### config.mk
export PLATFORM = sky130hd
export DESIGN_NAME = fifo_sync_param
export DESIGN_NICKNAME = d
export VERILOG_FILES = /design/src/rtl/fifo_pkg.sv /design/src/rtl/fifo_mem.sv /design/src/rtl/fifo_sync_param.sv
export SDC_FILE = /design/constraint.sdc
export NUM_CORES = 1
export LEC_CHECK = 0
export CAP_MARGIN = 40
export CORE_AREA = 2 2 120 98
export CTS_CLUSTER_DIAMETER = 40
export CTS_CLUSTER_SIZE = 14
export DETAILED_ROUTE_END_ITERATION = 16
export DIE_AREA = 0 0 122 100
export PLACE_DENSITY_LB_ADDON = 0.25
export SYNTH_ARGS = -nofsm -noshare
export SYNTH_HDL_FRONTEND = slang
export SYNTH_SLANG_ARGS = --single-unit
export TNS_END_PERCENT = 100
### constraint.sdc
create_clock -name clk -period 2.55 [get_ports clk]
set_input_delay 0.3825 -clock clk [delete_from_list [all_inputs] [get_ports clk]]
set_output_delay 0.3825 -clock clk [all_outputs]
set_load 0.05 [all_outputs]
### src/rtl/fifo_pkg.sv
// Shared definitions for the synchronous FIFO: occupancy FSM state encoding.
package fifo_pkg;

  typedef enum logic [1:0] {
    S_EMPTY = 2'd0,
    S_PART  = 2'd1,
    S_FULL  = 2'd2
  } fifo_state_e;

endpackage

### src/rtl/fifo_mem.sv
// Simple dual-port storage array: synchronous write, registered read port.
module fifo_mem #(
  parameter int DATA_W = 8,
  parameter int DEPTH  = 16,
  parameter int AW     = $clog2(DEPTH)
) (
  input  logic              clk,
  input  logic              reset_n,
  input  logic              wr_en,
  input  logic [AW-1:0]     wr_addr,
  input  logic [DATA_W-1:0] wr_data,
  input  logic              rd_en,
  input  logic [AW-1:0]     rd_addr,
  output logic [DATA_W-1:0] rd_data
);

  logic [DATA_W-1:0] mem [DEPTH];

  always_ff @(posedge clk) begin
    if (wr_en) begin
      mem[wr_addr] <= wr_data;
    end
  end

  // Read register holds its word between reads; a same-edge write to the
  // read address returns the old word, which is what a full-FIFO swap needs.
  always_ff @(posedge clk or negedge reset_n) begin
    if (!reset_n) begin
      rd_data <= '0;
    end else if (rd_en) begin
      rd_data <= mem[rd_addr];
    end
  end

endmodule

### src/rtl/fifo_sync_param.sv
// Single-clock parameterised FIFO: occupancy FSM, pointers, count, status and sticky error flags.
module fifo_sync_param
  import fifo_pkg::*;
#(
  parameter int DATA_W   = 8,
  parameter int DEPTH    = 16,
  parameter int AF_LEVEL = DEPTH - 2,
  parameter int AE_LEVEL = 2
) (
  input  logic                   clk,
  input  logic                   reset_n,
  input  logic                   flush,
  input  logic                   wr_en,
  input  logic [DATA_W-1:0]      data_in,
  input  logic                   rd_en,
  output logic [DATA_W-1:0]      data_out,
  output logic                   rd_valid,
  output logic                   full,
  output logic                   empty,
  output logic                   almost_full,
  output logic                   almost_empty,
  output logic [$clog2(DEPTH):0] count,
  output logic                   overflow,
  output logic                   underflow
);

  localparam int AW = $clog2(DEPTH);
  localparam int CW = AW + 1;
  localparam logic [CW-1:0] DEPTH_M1 = CW'(DEPTH - 1);
  localparam logic [CW-1:0] ONE      = CW'(1);
  localparam logic [CW-1:0] AF_C     = CW'(AF_LEVEL);
  localparam logic [CW-1:0] AE_C     = CW'(AE_LEVEL);

  fifo_state_e   state_q, state_nxt;
  logic [AW-1:0] wr_ptr_q, rd_ptr_q;
  logic [CW-1:0] count_q;
  logic          wr_acc, rd_acc;
  logic          ovf_q, udf_q;
  logic          rd_vld_p1;

  // A read frees a slot in the same cycle, so a full FIFO can still take a write.
  assign rd_acc = rd_en & ~flush & (state_q != S_EMPTY);
  assign wr_acc = wr_en & ~flush & ((state_q != S_FULL) | rd_acc);

  always_comb begin
    state_nxt = state_q;
    if (flush) begin
      state_nxt = S_EMPTY;
    end else begin
      case (state_q)
        S_EMPTY: if (wr_acc) state_nxt = S_PART;
        S_PART: begin
          if (wr_acc && !rd_acc && count_q == DEPTH_M1) begin
            state_nxt = S_FULL;
          end else if (rd_acc && !wr_acc && count_q == ONE) begin
            state_nxt = S_EMPTY;
          end
        end
        S_FULL:  if (rd_acc && !wr_acc) state_nxt = S_PART;
        default: state_nxt = S_EMPTY;
      endcase
    end
  end

  always_ff @(posedge clk or negedge reset_n) begin
    if (!reset_n) begin
      state_q <= S_EMPTY;
    end else begin
      state_q <= state_nxt;
    end
  end

  always_ff @(posedge clk or negedge reset_n) begin
    if (!reset_n) begin
      wr_ptr_q  <= '0;
      rd_ptr_q  <= '0;
      count_q   <= '0;
      ovf_q     <= 1'b0;
      udf_q     <= 1'b0;
      rd_vld_p1 <= 1'b0;
    end else if (flush) begin
      wr_ptr_q  <= '0;
      rd_ptr_q  <= '0;
      count_q   <= '0;
      ovf_q     <= 1'b0;
      udf_q     <= 1'b0;
      rd_vld_p1 <= 1'b0;
    end else begin
      if (wr_acc) wr_ptr_q <= wr_ptr_q + AW'(1);
      if (rd_acc) rd_ptr_q <= rd_ptr_q + AW'(1);
      case ({wr_acc, rd_acc})
        2'b10:   count_q <= count_q + ONE;
        2'b01:   count_q <= count_q - ONE;
        default: count_q <= count_q;
      endcase
      ovf_q     <= ovf_q | (wr_en & ~wr_acc);
      udf_q     <= udf_q | (rd_en & ~rd_acc);
      rd_vld_p1 <= rd_acc;
    end
  end

  // Stage p1: registered read word and its valid
  fifo_mem #(
    .DATA_W (DATA_W),
    .DEPTH  (DEPTH),
    .AW     (AW)
  ) u_mem (
    .clk     (clk),
    .reset_n (reset_n),
    .wr_en   (wr_acc),
    .wr_addr (wr_ptr_q),
    .wr_data (data_in),
    .rd_en   (rd_acc),
    .rd_addr (rd_ptr_q),
    .rd_data (data_out)
  );

  assign rd_valid     = rd_vld_p1;
  assign full         = (state_q == S_FULL);
  assign empty        = (state_q == S_EMPTY);
  assign almost_full  = (count_q >= AF_C);
  assign almost_empty = (count_q <= AE_C);
  assign count        = count_q;
  assign overflow     = ovf_q;
  assign underflow    = udf_q;

endmodule

Word level (Yosys, flattened, before mapping)
Memories as Yosys holds them, arrays and structs flattened. A register that Yosys moved wholly into a read port is not among the register bits.
Index checks and enable logic that the tools add are counted.
- bits in registers: 18
- RAM bits: 128
- input port bits: 13
- output and inout port bits: 20
- word-level logic and storage cells: 66
- memories: 1
- memory list (name ; words ; width ; rd ports ; clocked after Yosys merged registers in ; wr ports ; RTL line ; text):
    u_mem.mem ; 16 ; 8 ; 1 ; 1 ; 1 ; fifo_mem.sv:17 ; logic [DATA_W-1:0] mem [DEPTH];
- add/sub/neg operators: 4
- magnitude comparators: 2
- eq/ne operators: 10
- mux-type cells: 17
- bitwise logic cells: 12
- reductions and logical operators: 13
- operators by type and width (operator ; count):
    $mux W4 ; 4
    $mux W2 ; 5
    $pmux W5 S2 ; 1
    $add A4 B1 Y4 const B ; 2
    $and A1 B1 Y1 ; 6
    $ne A3 B2 Y1 const B ; 2
    $pmux W2 S3 ; 1
    $reduce_bool A2 Y1 ; 3
    $add A5 B1 Y5 const B ; 1
    $eq A5 B1 Y1 const B ; 1
    $eq A5 B4 Y1 const B ; 1
    $ge A5 B4 Y1 const B ; 1
    $le A5 B2 Y1 const B ; 1
    $mux W1 ; 5
    $mux W5 ; 1
    $sub A5 B1 Y5 const B ; 1
    $eq A2 B1 Y1 const B ; 2
    $eq A2 B2 Y1 const B ; 2
    $logic_and A1 B1 Y1 ; 4
    $ne A4 B4 Y1 const B ; 1
    $logic_not A1 Y1 ; 3
    $not A1 Y1 ; 3
    $or A1 B1 Y1 ; 3
    $reduce_and A3 Y1 ; 1
    3 further kinds ; 3

Logic depth before layout (Yosys ltp)
- depth in word-level cells: 12
- mapped depth: 8
- depth with buffers taken out: 7

Modules after synthesis
Synthesis repeated with hierarchy kept, for this count alone.
- cell total of the unflattened synthesis: 355
- area, all modules: 6426.2 um2
- by module, submodules not included (module ; times used ; cells an instance ; area an instance (um2) ; sequential area each (um2)):
    fifo_mem ; 1 ; 240 ; 5331.4 ; 4043.9
    fifo_sync_param ; 1 ; 115 ; 1094.8 ; 450.4

Worst setup path before layout
OpenSTA, ideal clock, no wires.
- kind: reg2out
- start: reg count_q[3], in the netlist count[3]
- end: out almost_empty
- data arrival time: 2.101 ns
- data required time: 2.168 ns
- setup slack: 0.066 ns
- stages on the path, launching flop included: 3
- path buffers: 0
- cells stage by stage: dfrtp_1 -> nor3_1 -> a21boi_0
- cells in the longest elaborated chain, start to end: 1
- RTL lines (item ; RTL line ; text):
    start: declaration ; fifo_sync_param.sv:36 ; logic [CW-1:0] count_q;
    start signal: assignment ; fifo_sync_param.sv:92 ; 2'b10: count_q <= count_q + ONE;
    start signal: assignment ; fifo_sync_param.sv:93 ; 2'b01: count_q <= count_q - ONE;
    start signal: assignment ; fifo_sync_param.sv:94 ; default: count_q <= count_q;
    $le A5 B2 Y1 ; fifo_sync_param.sv:122 ; assign almost_empty = (count_q <= AE_C);
    end: declaration ; fifo_sync_param.sv:21 ; output logic almost_empty,
Every way passes these cells.

Worst setup path after layout
- start: reg count_q[0], in the netlist count[0]
- end: out almost_full
- cells in the longest elaborated chain, start to end: 1
- RTL lines (item ; RTL line ; text):
    $ge A5 B4 Y1 ; fifo_sync_param.sv:121 ; assign almost_full = (count_q >= AF_C);
    end: declaration ; fifo_sync_param.sv:20 ; output logic almost_full,
Every way passes these cells.

==> flow_summary_export.csv <==
group,metric,value,unit
outcome,outcome,"finished clean",
setup_path,start_kind,"register",
setup_path,worstSetupEndpointType,"primary output",
clock_tree,cts_setup_buffers,0,
clock_tree,clk_pin_slew,70,ps
synth,avgSynthCellArea,17.6,sq um
route,ant_nets,0,
placed_design,hpwl,8670,um
run,drv_cap,0,
route,num_vias,3555,
global_route,grt_max_degree,34,
floorplan,die_area,12200,sq um
floorplan,coreArea,11200,sq um
sta,hold_viol_final,0,
finish,fin_util,68.0,%
floorplan,initial_utilization,57.9,%
synth,synth-main-ff-cell,"edfxtp_1",
sta,setup_slack,293,ps
route,first_pass_iters,5,
setup_path,r2r-end,"u_mem.mem[5][3]",
clock_tree,clock-sinks,154,
finish,drive_above_1_share,22.6,%
clock_tree,clockBufferDepth,2,
synth,yosysWarnings,0,
clock_tree,cts_buffers,17,
floorplan,num_rows,35,
synth,ys_seq_area_share,69.5,%
setup_path,crit_arrival,1870,ps
finish,diodes,0,
power,p_leak,2.61,nW
synth,synth_edf_count,128,
sta,tightest_slew,843,ps
sta,tns,0,ps
setup_path,cp_max_fo,9,
route,wl_per_cell,23.6,um
setup_path,r2r_cells,5,
sta,finalCritPeriodShare,88.5,%
sta,setup_viol,0,
synth,syn_area,6470,sq um
route,totalWireLength,13600,um
power,powerDensity,789,nW/um^2
clock_tree,root_buffer,"clkbuf_16",
sta,hold_ws,432,ps
global_route,grt_pass1_wl,20800,um
clock_tree,cts_hold_buf,0,
finish,syn2layout_area_growth,17.4,%
floorplan,die-width,122,um
power,fin_total_pwr,6.00,mW
route,drc,0,
global_route,grt-ovfl-total,0,
sta,post-route-min-period,2260,ps
setup_path,r2r_slack,310,ps
sta,clock_skew,14.2,ps
finish,nNetsFinal,439,
placed_design,dpl_worst_slack,32.6,ps
global_route,antenna_found_initial,1,
route,post_drt_via_cell_ratio,6.16,
setup_path,critical_path_required,2170,ps
synth,netlist_instances,368,
sta,fmaxAchievable,443,MHz
sta,grt_setup_unrepaired,"false",
global_route,grt_pass1_vias,3444,
route,dr.first_iter.drc_count,387,
synth,synth_cell_types,55,
synth,synthArstFlopShare,16.9,%
power,max-vdd-ir-drop,592,uV
sta,slew_headroom,43.6,%
clock_tree,cts_tree,"built",
sta,drv_slew,0,
setup_path,critPathKind,"register to primary output",
synth,ys_seq_elements,154,
placed_design,place.port_buffers,32,
setup_path,r2r-start,"state_q[0]",
floorplan,pin_count,33,
global_route,track_usage,24.6,%
clock_tree,clock_latency,430,ps
hold_path,hp-class,"input port to async pin",
placed_design,gp_congestion,0.839,
floorplan,die_h,100,um
synth,synth_nets,391,
clock_tree,h-tree-depth,4,
Yosys cell counts, drive strengths merged, types with 3 or more instances:
master / number / area, sq um
ha: 10 / 125
a21oi: 7 / 38.8
a22oi: 8 / 60.1
and2: 9 / 56.3
o311ai: 6 / 52.6
o21ai: 5 / 40.0
mux2i: 11 / 114
edfxtp: 128 / 3840
or3: 3 / 18.8
xor2: 3 / 26.3
nor2b: 3 / 18.8
nand3: 3 / 15.0
nor2: 14 / 52.6
mux4: 32 / 721
nor3: 3 / 25.0
nand2: 21 / 81.3
buf: 17 / 123
clkbuf: 4 / 15.0
inv: 16 / 60.1
dfrtp: 26 / 651
nor4: 4 / 25.0
nand4b: 3 / 26.3
a31oi: 3 / 18.8
flip-flops by register name (all words and copies together) (netlist names):
register       count
count              5
rd_valid           1
overflow           1
u_mem.rd_data      8
state_q            2
underflow          1
rd_ptr_q           4
wr_ptr_q           4
u_mem.mem        128
where the power goes:
group	total (mW)	internal, mW	switching, mW
Sequential	2.85	2.79	0.0562
Combinational	0.627	0.232	0.396
Clock	2.52	1.52	0.995
Total	6.00	4.55	1.45
cell families (layout without fill, tap and decap cells):
family | after synthesis | count (layout) | synth area share (%)
multiplexers | 44 | 44 | 13.1
adder cells (fa/ha/maj) | 10 | 10 | 1.93
AO/OA/AOI/OAI | 45 | 45 | 5.63
XOR/XNOR | 5 | 5 | 0.677
buffers and inverters | 37 | 98 | 3.05
AND/OR/NAND/NOR | 73 | 73 | 6.13
flip-flops | 154 | 154 | 69.5
through the flow:
stage | std cells | cell area [sq um]
final | 577 | 7600
after floorplan | 368 | 6470
after global placement | 545 | 6990
after detailed placement | 545 | 6990
after CTS | 577 | 7590
after global routing | 577 | 7600
layout make-up:
cell class | count | area, sq um
flip-flops and latches | 154 | 4500
fillers | 760 | 3570
multi-input cells | 177 | 1780
clock buffers | 21 | 504
repair buffers | 50 | 469
well taps | 148 | 185
clock inverters | 11 | 105
inverters | 16 | 60.1
placed cells by master, fill, tap and decap left out, types with 3 or more instances in the layout:
cell type	synthesis	layout
mux2i_1	10	10
a21oi_1	6	6
nand3_1	3	3
nand2_1	20	20
nor2b_1	3	3
clkinv_4	0	3
clkbuf_16	0	20
ha_1	10	10
a22oi_1	8	8
edfxtp_1	128	128
or3_1	3	3
a31oi_1	3	3
xor2_1	3	3
mux4_2	32	32
nand4b_1	3	3
inv_1	14	14
dfrtp_1	26	25
o21ai_0	3	3
o311ai_1	6	6
nor2_1	14	14
nor4_1	4	4
buf_4	3	18
clkdlybuf4s50_1	0	28
and2_1	9	9
worst max-delay path by stage:
stage / startpoint / endpoint
final: count[0] / almost_full
after global routing: state_q[0] / u_mem.mem[5][2]
after CTS: state_q[1] / empty
after detailed placement: wr_en / u_mem.mem[5][1]
after global placement: wr_en / u_mem.mem[6][6]
after floorplan: count[3] / almost_empty
routing by layer:
layer	up-vias	GRT usage, %	wire (um)
met5	-	0	0
met3	22	6.82	986
met4	0	8.93	251
li1	1554	-	-
met2	131	37.4	6700
met1	1848	34.8	5710
worst max-delay path, stage by stage (launching register included):
cell	delay [ps]
dfrtp_1	490
inv_1	130
ha_1	210
o211ai_1	150
nand2_1	70
dlygate4sd2_1	420
timing repair:
action,in CTS,in global routing
pin swaps,0,0
setup endpoints to repair,1,2
resized for setup,1,2
(Power assumes the default switching activity.)
